==> config.mk <==
export PLATFORM = sky130hd
export DESIGN_NAME = peri_bus_arbiter
export DESIGN_NICKNAME = d
export VERILOG_FILES = /design/src/rtl/peri_bus_arbiter.sv
export SDC_FILE = /design/constraint.sdc
export NUM_CORES = 1
export LEC_CHECK = 0
export ABC_CLOCK_PERIOD_IN_PS = 3000
export CAP_MARGIN = 20
export CORE_AREA = 3 3 122 124
export CTS_BUF_LIST = sky130_fd_sc_hd__clkbuf_4
export DETAILED_ROUTE_END_ITERATION = 12
export DIE_AREA = 0 0 125 127
export PLACE_DENSITY = 0.71
export SLEW_MARGIN = 10
export SYNTH_ARGS = -nofsm -noshare
export SYNTH_HDL_FRONTEND = slang
export SYNTH_SLANG_ARGS = --single-unit
export TNS_END_PERCENT = 30
==> constraint.sdc <==
create_clock -name clk -period 3 [get_ports clk]
set_clock_uncertainty 0.1 [all_clocks]
set_input_delay 0.6 -clock clk [delete_from_list [all_inputs] [get_ports clk]]
set_output_delay 0.6 -clock clk [all_outputs]
set_load 0.05 [all_outputs]
==> src/rtl/peri_bus_arbiter.sv <==
// rtl/peri_bus_arbiter.sv - two-host peripheral bus arbiter with in-order response routing
//
// Ports:
//   clk, rst_n                      clock, synchronous active-low reset
//   hN_req/addr/write/be/wdata      host N request (N=0 core, N=1 secondary master)
//   hN_gnt, hN_rvalid, hN_rdata     grant, response valid and response data to host N
//   peri_req/addr/write/be/wdata    device-side request
//   peri_gnt, peri_rvalid, peri_rdata  device-side grant and response
//   resp_err                        one-cycle pulse on peri_rvalid with nothing outstanding
//
// Configuration:
//   PERI_ARB_RR_EN  defined -> round-robin between hosts on ties
//                   undefined -> fixed priority, host 0 wins ties
module peri_bus_arbiter #(
    parameter int MAX_OUTST = 2
) (
    input  logic        clk,
    input  logic        rst_n,
    input  logic        h0_req,
    input  logic [31:0] h0_addr,
    input  logic        h0_write,
    input  logic [3:0]  h0_be,
    input  logic [31:0] h0_wdata,
    output logic        h0_gnt,
    output logic        h0_rvalid,
    output logic [31:0] h0_rdata,
    input  logic        h1_req,
    input  logic [31:0] h1_addr,
    input  logic        h1_write,
    input  logic [3:0]  h1_be,
    input  logic [31:0] h1_wdata,
    output logic        h1_gnt,
    output logic        h1_rvalid,
    output logic [31:0] h1_rdata,
    output logic        peri_req,
    output logic [31:0] peri_addr,
    output logic        peri_write,
    output logic [3:0]  peri_be,
    output logic [31:0] peri_wdata,
    input  logic        peri_gnt,
    input  logic        peri_rvalid,
    input  logic [31:0] peri_rdata,
    output logic        resp_err
);

    // ID FIFO is sized for the largest legal MAX_OUTST; only the first
    // MAX_OUTST entries are used because the pointers wrap at MAX_OUTST.
    logic [3:0] id_fifo;
    logic [1:0] wr_ptr;
    logic [1:0] rd_ptr;
    logic [2:0] count;
    logic       locked;
    logic       lock_sel;
    logic       prio;
    logic       sel;
    logic       lock_active;
    logic       full;
    logic       empty;
    logic       grant;
    logic       pop;
    logic       head;

    assign full  = (count == 3'(MAX_OUTST));
    assign empty = (count == 3'd0);

`ifdef PERI_ARB_RR_EN
    logic rr_ptr;

    always_ff @(posedge clk) begin
        if (!rst_n) begin
            rr_ptr <= 1'b0;
        end else if (grant) begin
            rr_ptr <= ~sel;
        end
    end

    assign prio = rr_ptr;
`else
    assign prio = 1'b0;
`endif

    // A lock only matters while the locked host still asserts its request.
    assign lock_active = locked & (lock_sel ? h1_req : h0_req);

    always_comb begin
        sel = 1'b0;
        if (lock_active) begin
            sel = lock_sel;
        end else if (h0_req && h1_req) begin
            sel = prio;
        end else begin
            sel = h1_req & ~h0_req;
        end
    end

    assign peri_req = (h0_req | h1_req) & ~full & rst_n;
    assign grant    = peri_req & peri_gnt;
    assign h0_gnt   = grant & ~sel;
    assign h1_gnt   = grant & sel;

    always_comb begin
        peri_addr  = 32'd0;
        peri_write = 1'b0;
        peri_be    = 4'd0;
        peri_wdata = 32'd0;
        if (peri_req) begin
            peri_addr  = sel ? h1_addr  : h0_addr;
            peri_write = sel ? h1_write : h0_write;
            peri_be    = sel ? h1_be    : h0_be;
            peri_wdata = sel ? h1_wdata : h0_wdata;
        end
    end

    assign head      = id_fifo[rd_ptr];
    assign pop       = peri_rvalid & ~empty & rst_n;
    assign h0_rvalid = pop & ~head;
    assign h1_rvalid = pop & head;
    assign h0_rdata  = peri_rdata;
    assign h1_rdata  = peri_rdata;

    function automatic logic [1:0] ptr_inc(input logic [1:0] p);
        return (p == 2'(MAX_OUTST - 1)) ? 2'd0 : p + 2'd1;
    endfunction

    always_ff @(posedge clk) begin
        if (!rst_n) begin
            id_fifo  <= 4'd0;
            wr_ptr   <= 2'd0;
            rd_ptr   <= 2'd0;
            count    <= 3'd0;
            locked   <= 1'b0;
            lock_sel <= 1'b0;
            resp_err <= 1'b0;
        end else begin
            resp_err <= peri_rvalid & empty;
            if (grant) begin
                id_fifo[wr_ptr] <= sel;
                wr_ptr          <= ptr_inc(wr_ptr);
            end
            if (pop) begin
                rd_ptr <= ptr_inc(rd_ptr);
            end
            case ({grant, pop})
                2'b10:   count <= count + 3'd1;
                2'b01:   count <= count - 3'd1;
                default: count <= count;
            endcase
            // A stalled request pins sel so its address phase cannot change.
            if (peri_req && !peri_gnt) begin
                locked   <= 1'b1;
                lock_sel <= sel;
            end else if (grant) begin
                locked <= 1'b0;
            end
        end
    end

endmodule
==> summary.md, run 1 <==
| Metric | Value |
|---|---|
| Status | complete, no violations |
| Synthesis Warnings | 0 |
| Num rows | 43 |
| Worst Setup End Kind | primary output |
| Async SR Flop Fraction | 0% |
| CP peak stage delay | 0.55 ns |
| CTS root buffer | clkbuf_4 |
| Syn-to-layout area delta | 111% |
| PnR worst setup slack | 0.165 ns |
| Quantity of gates resized following cts | 0 |
| Synthesized instance count | 384 |
| Crit Path Max Fanout | 39 |
| Core Box Area | 13,900 sq um |
| Crit path arrival time | 2.14 ns |
| Worst-margin pin slew | 0.495 ns |
| Yosys reg bits | 14 |
| Worst setup SP type | input pin |
| Post-CTS setup buffer count | 0 |
| Count of max-cap constraint violations | 0 |
| Number of global-route vias before repair | 3,308 |
| Pwr/cell area | 258 nW/um^2 |
| HPWL after detailed placement | 8740 microns |
| Clock Latency Late Sink | 0.28 ns |
| Worst rel slew slack | 66.9% |
| Final Cycle Share | 94.5% |
| Clock Path Buffers | 2 |
| CP dominant cell by count | buf_12 |
| Final cell count without fillers | 698 |
| Worst path cell trace | clkdlybuf4s50_1 -> o21ai_1 -> nand2b_2 -> buf_12 -> a21oi_1 -> buf_12 |
| H-tree depth | 1 |
| Wirelength per Cell | 16.5 microns |
| Sink Count | 14 |
| IO Port Bufs | 218 |
| Dpl ws | 0.0256 ns |
| Fmax | 353 MHz |
| Placed cells | 695 |
| Synth area leaders | buf_4, nand3_1, o21ai_0, a21oi_1, dfxtp_1 |
| Final Cell Area | 5160 sq um |
| Initial antenna violation count | 0 |
| Synth top area share | 19.7% |
| Number of routed nets with antenna violations | 0 |
| Routed vias/inst | 4.74 |
| DRT iter0 DRCs | 127 |
| Share of cells above drive strength 1 | 22.0% |
| DRT Wirelength | 11,500 microns |
| Final hold violations | 0 |
| EDFF count, synth | 0 |
| Syn avg cell area | 6.36 sq um |
| Leakage | 0.00185 uW |
| Setup TNS | 0 ns |
| Final Util | 37.2% |
| Net count after synthesis | 562 |
| Mapped Area | 2440 sq um |
| Placed Instance Area | 5130 sq um |
| Hold crit path type | flop to flop |
| ANT cells | 0 |
| Sequential share of the synthesized area | 11.5% |
| Total clock buffers created by CTS | 3 |
| Endpoints failing setup | 0 |
| Initial core utilization | 17.6% |
| Pin count of the biggest net entering global routing | 71 |
| Reg clk slew, reported paths | 0.08 ns |
| Worst EP required | 2.30 ns |
| Final Max Slew Viols | 0 |
| TritonCTS clock tree | built |
| Crit path time final | 2.84 ns |
| Via count | 3,310 |
| 1st-pass router iterations | 4 |
| Ys flop type | dfxtp_1 |
| # DRC | 0 |
| Die footprint | 15,900 sq um |
| Netlist cell types | 40 |
| CP max-delay cell | clkdlybuf4s50_1 |
| Hold buffers post-CTS | 0 |
| Worst IR Drop VDD | 106 uV |
| Total gr overflow | 0 |
| RSZ-0062 raised after global routing | no |
| Die W | 125 microns |
| Kind of critical path | input pin to primary output |
| Total GRT Usage | 13.2% |
| # IOs | 315 |
| Die Y-Extent | 127 microns |
| RePlAce Congestion | 0.826 |
| Post-synth top cells | nand3_1, o21ai_0, a21oi_1, buf_4, clkbuf_1 |
| Global-route wire length before repair | 17,300 microns |
| Final Net Count | 698 |
| Largest area contributor in the netlist | buf_4 |
## through the flow
step                      hold WS, ns  total power [uW]
after floorplan                 0.317               891
after global placement          0.329              1230
after detailed placement        0.353              1230
after CTS                       0.364              1340
after global routing            0.379              1400
final                           0.365              1330
## cell families (layout without fill, tap and decap cells)
logic type / after synthesis / in the layout / synth area share, %
AO/OA/AOI/OAI: 155 / 155 / 34.8
XOR/XNOR: 3 / 3 / 1.08
adder cells (fa/ha/maj): 2 / 2 / 1.33
buffers and inverters: 109 / 243 / 28.4
flip-flops: 14 / 14 / 11.5
multiplexers: 5 / 5 / 2.56
AND/OR/NAND/NOR: 96 / 96 / 20.3
## power by group
part | switching (uW) | internal [uW] | total (uW)
registers | 12.6 | 195 | 208
logic | 507 | 507 | 1010
clock network | 62.2 | 46.6 | 109
total | 582 | 749 | 1330
## registers in the layout (all words and copies together), names as in the netlist
name / flops
lock_sel: 1
id_fifo: 4
locked: 1
wr_ptr: 2
resp_err: 1
rd_ptr: 2
count: 3
## worst paths after layout
path | startpoint | endpoint | slack [ns] | cells past startpoint
worst max-delay path | rst_n | peri_addr[31] | 0.16 | 6
worst min-delay path | rd_ptr[1]$_SDFFE_PN0P_ | rd_ptr[1]$_SDFFE_PN0P_ | 0.37 | 2
worst max register to register | count[1]$_SDFFE_PN0P_ | count[2]$_SDFFE_PN0P_ | 0.67 | 8
worst min register to register | rd_ptr[1]$_SDFFE_PN0P_ | rd_ptr[1]$_SDFFE_PN0P_ | 0.37 | 2
## layout make-up
cell class | count | area [sq um]
multi-input combinational | 261 | 1480
clock buffer | 3 | 22.5
timing repair buffer | 234 | 3130
inverter | 6 | 22.5
fill | 1407 | 8720
sequential | 14 | 280
tap | 180 | 225
## critical path, delay by kind of cell
kind,cells,cell delay [ns]
AO/OA/AOI/OAI,2,0.35
buffers and inverters,3,0.92
AND/OR/NAND/NOR,1,0.23
## cell usage in the layout, fill, tap and decap left out, types with 2 or more instances in the layout
master           synthesis  layout
xor2_1                   2       2
o21ai_1                  2       2
inv_2                    1       2
o211a_1                  2       2
clkbuf_4                 0       3
mux2i_1                  4       4
a21oi_1                 64      62
buf_12                   1      81
nor4b_1                  2       2
nand2_1                  9       9
clkdlybuf4s50_1          0     142
nor2_1                   4       4
nand3_1                 70      70
buf_4                   64       9
o21ai_0                 70      70
a21oi_2                 10      12
or3_1                    2       2
inv_1                    5       4
nor4_1                   2       2
dfxtp_1                 14      14
nor3_1                   2       2
## layer usage
layer  vias to the layer above  share of wire [%]  track usage [%]
met1                      1508                 38             14.6
met3                        38                9.0             3.05
li1                       1575                  -                -
met2                       189                 49             24.3
met5                         -                  0                0
met4                         0                3.9             5.68
Power figures use the tool's default switching activity.
==> run 2, diff against run 1 <==
--- a/config.mk
+++ b/config.mk
@@ -7,10 +7,10 @@
 export LEC_CHECK = 0
 export ABC_CLOCK_PERIOD_IN_PS = 3000
 export CAP_MARGIN = 20
-export CORE_AREA = 3 3 122 124
+export CORE_AREA = 2 2 121 123
 export CTS_BUF_LIST = sky130_fd_sc_hd__clkbuf_4
 export DETAILED_ROUTE_END_ITERATION = 12
-export DIE_AREA = 0 0 125 127
+export DIE_AREA = 0 0 123 125
 export PLACE_DENSITY = 0.71
 export SLEW_MARGIN = 10
 export SYNTH_ARGS = -nofsm -noshare
==> run 2 against run 1 <==
Effect of this change:
- routed wire length down 5.3%
- power grew 0.49%
- critical path depth unchanged
- sequential cell count did not move
- cell area up 0.44%
- clock-buffer cell count is the same
- via count fell by 1.2%
- sequential share of layout area is essentially flat
- die area fell by 3.1%
- setup slack worse by 0.11 ns
- critical path type unchanged
==> summary.md, run 2 (synthesis results as in run 1) <==
| Metric | Value |
|---|---|
| Status | complete, no violations (unchanged) |
| CP bufs+invs | 3 (unchanged) |
| Quantity of gates resized following cts | 0 (unchanged) |
| CP peak stage delay | 0.56 ns (was 0.55 ns) |
| Die Y-Extent | 125 microns (was 127 microns) |
| Most frequent cells in the layout | clkdlybuf4s50_1, buf_12, nand3_1, o21ai_0, a21oi_1 (unchanged) |
| Worst Setup End Kind | primary output (unchanged) |
| PnR worst setup slack | 0.0551 ns (was 0.165 ns) |
| Reg2reg path depth | 8 (unchanged) |
| CP dominant cell by count | buf_12 (unchanged) |
| Hold Path End | rd_ptr[1]$_SDFFE_PN0P_ (unchanged) |
| Filler cells | 1,442 (was 1,407) |
| Critical R2R Launch | count[1]$_SDFFE_PN0P_ (unchanged) |
| Via count | 3,269 (was 3,310) |
| Number of global-route vias before repair | 3,176 (was 3,308) |
| R2R Setup Slk | 0.70 ns (was 0.67 ns) |
| Comb pwr share | 76.2% (about the same) |
| Pin count of the biggest net entering global routing | 53 (was 71) |
| Leakage | 0.00183 uW (was 0.00185 uW) |
| Worst EP required | 2.30 ns (about the same) |
| Sw Share | 44.1% (was 43.7%) |
| Final hold violations | 0 (unchanged) |
| CTS root buffer | clkbuf_4 (unchanged) |
| Total clock buffers created by CTS | 3 (unchanged) |
| Worst hold margin | 0.359 ns (was 0.365 ns) |
| Hold buffers post-CTS | 0 (unchanged) |
| Final Max Slew Viols | 0 (unchanged) |
| Die footprint | 15,400 sq um (was 15,900 sq um) |
| RR Endpoint | count[2]$_SDFFE_PN0P_ (unchanged) |
| Reg clk slew, reported paths | 0.09 ns (was 0.08 ns) |
| Clock network power share | 8.3% (was 8.2%) |
| RePlAce Congestion | 0.760 (was 0.826) |
| # IOs | 315 (unchanged) |
| Initial antenna violation count | 0 (unchanged) |
| Num rows | 44 (was 43) |
| Endpoints failing setup | 0 (unchanged) |
| Sink Count | 14 (unchanged) |
| Crit Path Max Fanout | 27 (was 39) |
| Pwr/cell area | 258 nW/um^2 (about the same) |
| ANT cells | 0 (unchanged) |
| Hold depth | 2 (unchanged) |
| Worst rel slew slack | 67.1% (was 66.9%) |
| Crit-path leading delay family | buffers and inverters (unchanged) |
| Largest register FFs | 4 (unchanged) |
| Core Box Area | 14,200 sq um (was 13,900 sq um) |
| Largest Register | id_fifo (unchanged) |
| Final Net Count | 696 (was 698) |
| Kind of critical path | input pin to primary output (unchanged) |
| Global-route wire length before repair | 16,300 microns (was 17,300 microns) |
| Clock Path Buffers | 2 (unchanged) |
| Largest registers | id_fifo x4, count x3 (unchanged) |
| Total gr overflow | 0 (unchanged) |
| IO Port Bufs | 218 (unchanged) |
| DRT Wirelength | 10,900 microns (was 11,500 microns) |
| Total GRT Usage | 13.0% (was 13.2%) |
| Crit path time final | 2.94 ns (was 2.84 ns) |
| 1st-pass router iterations | 5 (was 4) |
| Post-CTS setup buffer count | 0 (unchanged) |
| Hold crit path type | flop to flop (unchanged) |
| Crit path arrival time | 2.24 ns (was 2.14 ns) |
| Worst IR Drop VDD | 152 uV (was 106 uV) |
| HPWL after detailed placement | 8170 microns (was 8740 microns) |
| CP max-delay cell | clkdlybuf4s50_1 (unchanged) |
| Wirelength per Cell | 15.6 microns (was 16.5 microns) |
| Sequential share of power | 15.5% (was 15.6%) |
| Routed vias/inst | 4.66 (was 4.74) |
| Initial core utilization | 17.2% (was 17.6%) |
| Share of cells above drive strength 1 | 24.2% (was 22.0%) |
| # DRC | 0 (unchanged) |
| RSZ-0062 raised after global routing | yes (was no) |
| Number of routed nets with antenna violations | 0 (unchanged) |
| TritonCTS clock tree | built (unchanged) |
| Commonest non-fill, non-tap cell in the layout | clkdlybuf4s50_1 (unchanged) |
| P_sw | 590 uW (was 582 uW) |
| Clock Latency Late Sink | 0.28 ns (about the same) |
| Die W | 123 microns (was 125 microns) |
| Worst setup SP type | input pin (unchanged) |
| Worst-margin pin slew | 0.491 ns (was 0.495 ns) |
| Count of max-cap constraint violations | 0 (unchanged) |
| Syn-to-layout area delta | 112% (was 111%) |
| Pint | 747 uW (was 749 uW) |
| Final Cycle Share | 98.2% (was 94.5%) |
| Worst path cell trace | clkdlybuf4s50_1 -> a21boi_4 -> buf_12 -> o21ai_0 -> a21oi_1 -> buf_12 (was clkdlybuf4s50_1 -> o21ai_1 -> nand2b_2 -> buf_12 -> a21oi_1 -> buf_12) |
| Dpl ws | 0.0540 ns (was 0.0256 ns) |
| Hold path start | rd_ptr[1]$_SDFFE_PN0P_ (unchanged) |
| Setup TNS | 0 ns (unchanged) |
| Design Power | 1340 uW (was 1330 uW) |
| H-tree depth | 1 (unchanged) |
| DRT iter0 DRCs | 125 (was 127) |
| Fmax | 340 MHz (was 353 MHz) |
[run 2: final cells by class]
type / count / area, sq um / area share, %
well taps: 184 / 230 / 4.44
clock buffers: 3 / 22.5 / 0.434
repair buffers: 232 / 3090 / 59.7
inverters: 6 / 22.5 / 0.434
clock inverters: 1 / 3.75 / 0.0724
multi-input cells: 261 / 1530 / 29.5
flip-flops and latches: 14 / 280 / 5.41
[run 2: worst max path at each step]
stage / slack [ns] / endpoint / depth (start not counted) / from
floorplan: 0.21 / h1_gnt / 4 / h1_req
global placement: 0.09 / peri_wdata[7] / 6 / h0_req
detailed placement: 0.05 / peri_addr[28] / 6 / h0_req
CTS: 0.04 / peri_addr[28] / 6 / h0_req
global route: -0.02 / peri_wdata[14] / 6 / h0_req
finish: 0.06 / peri_wdata[14] / 6 / h0_req
[run 2: per-layer routing]
| layer | global-route usage [%] | vias up | share of wire (%) |
|---|---|---|---|
| met1 | 15.2 | 1470 | 39 |
| li1 | - | 1570 | - |
| met2 | 22.9 | 181 | 47 |
| met5 | 0 | - | 0 |
| met3 | 2.78 | 48 | 10 |
| met4 | 4.55 | 0 | 3.5 |
[run 2: metrics by stage]
| stage | std cells | cell area (sq um) | util, % |
|---|---|---|---|
| after global placement | 697 | 5090 | 35.9 |
| after CTS | 701 | 5120 | 36.0 |
| final | 701 | 5180 | 36.5 |
| after detailed placement | 697 | 5090 | 35.9 |
| after floorplan | 384 | 2440 | - |
| after global routing | 701 | 5180 | 36.5 |
[run 2: worst reg2reg max path: cells and delay by family (launching register included)]
family,cells,cell delay (ns)
fa+ha+maj,2,0.56
compound gates,1,0.14
xor+xnor,1,0.15
simple gates,3,0.82
buf+inv,1,0.06
flops,1,0.41
[run 2: power by group through the flow]
stage	Sequential (uW)	Combinational [uW]	Clock, uW
after floorplan	213	678	0
after global placement	211	1000	0
after detailed placement	211	1010	0
after CTS	207	1010	115
after global routing	209	1070	122
final	207	1020	111
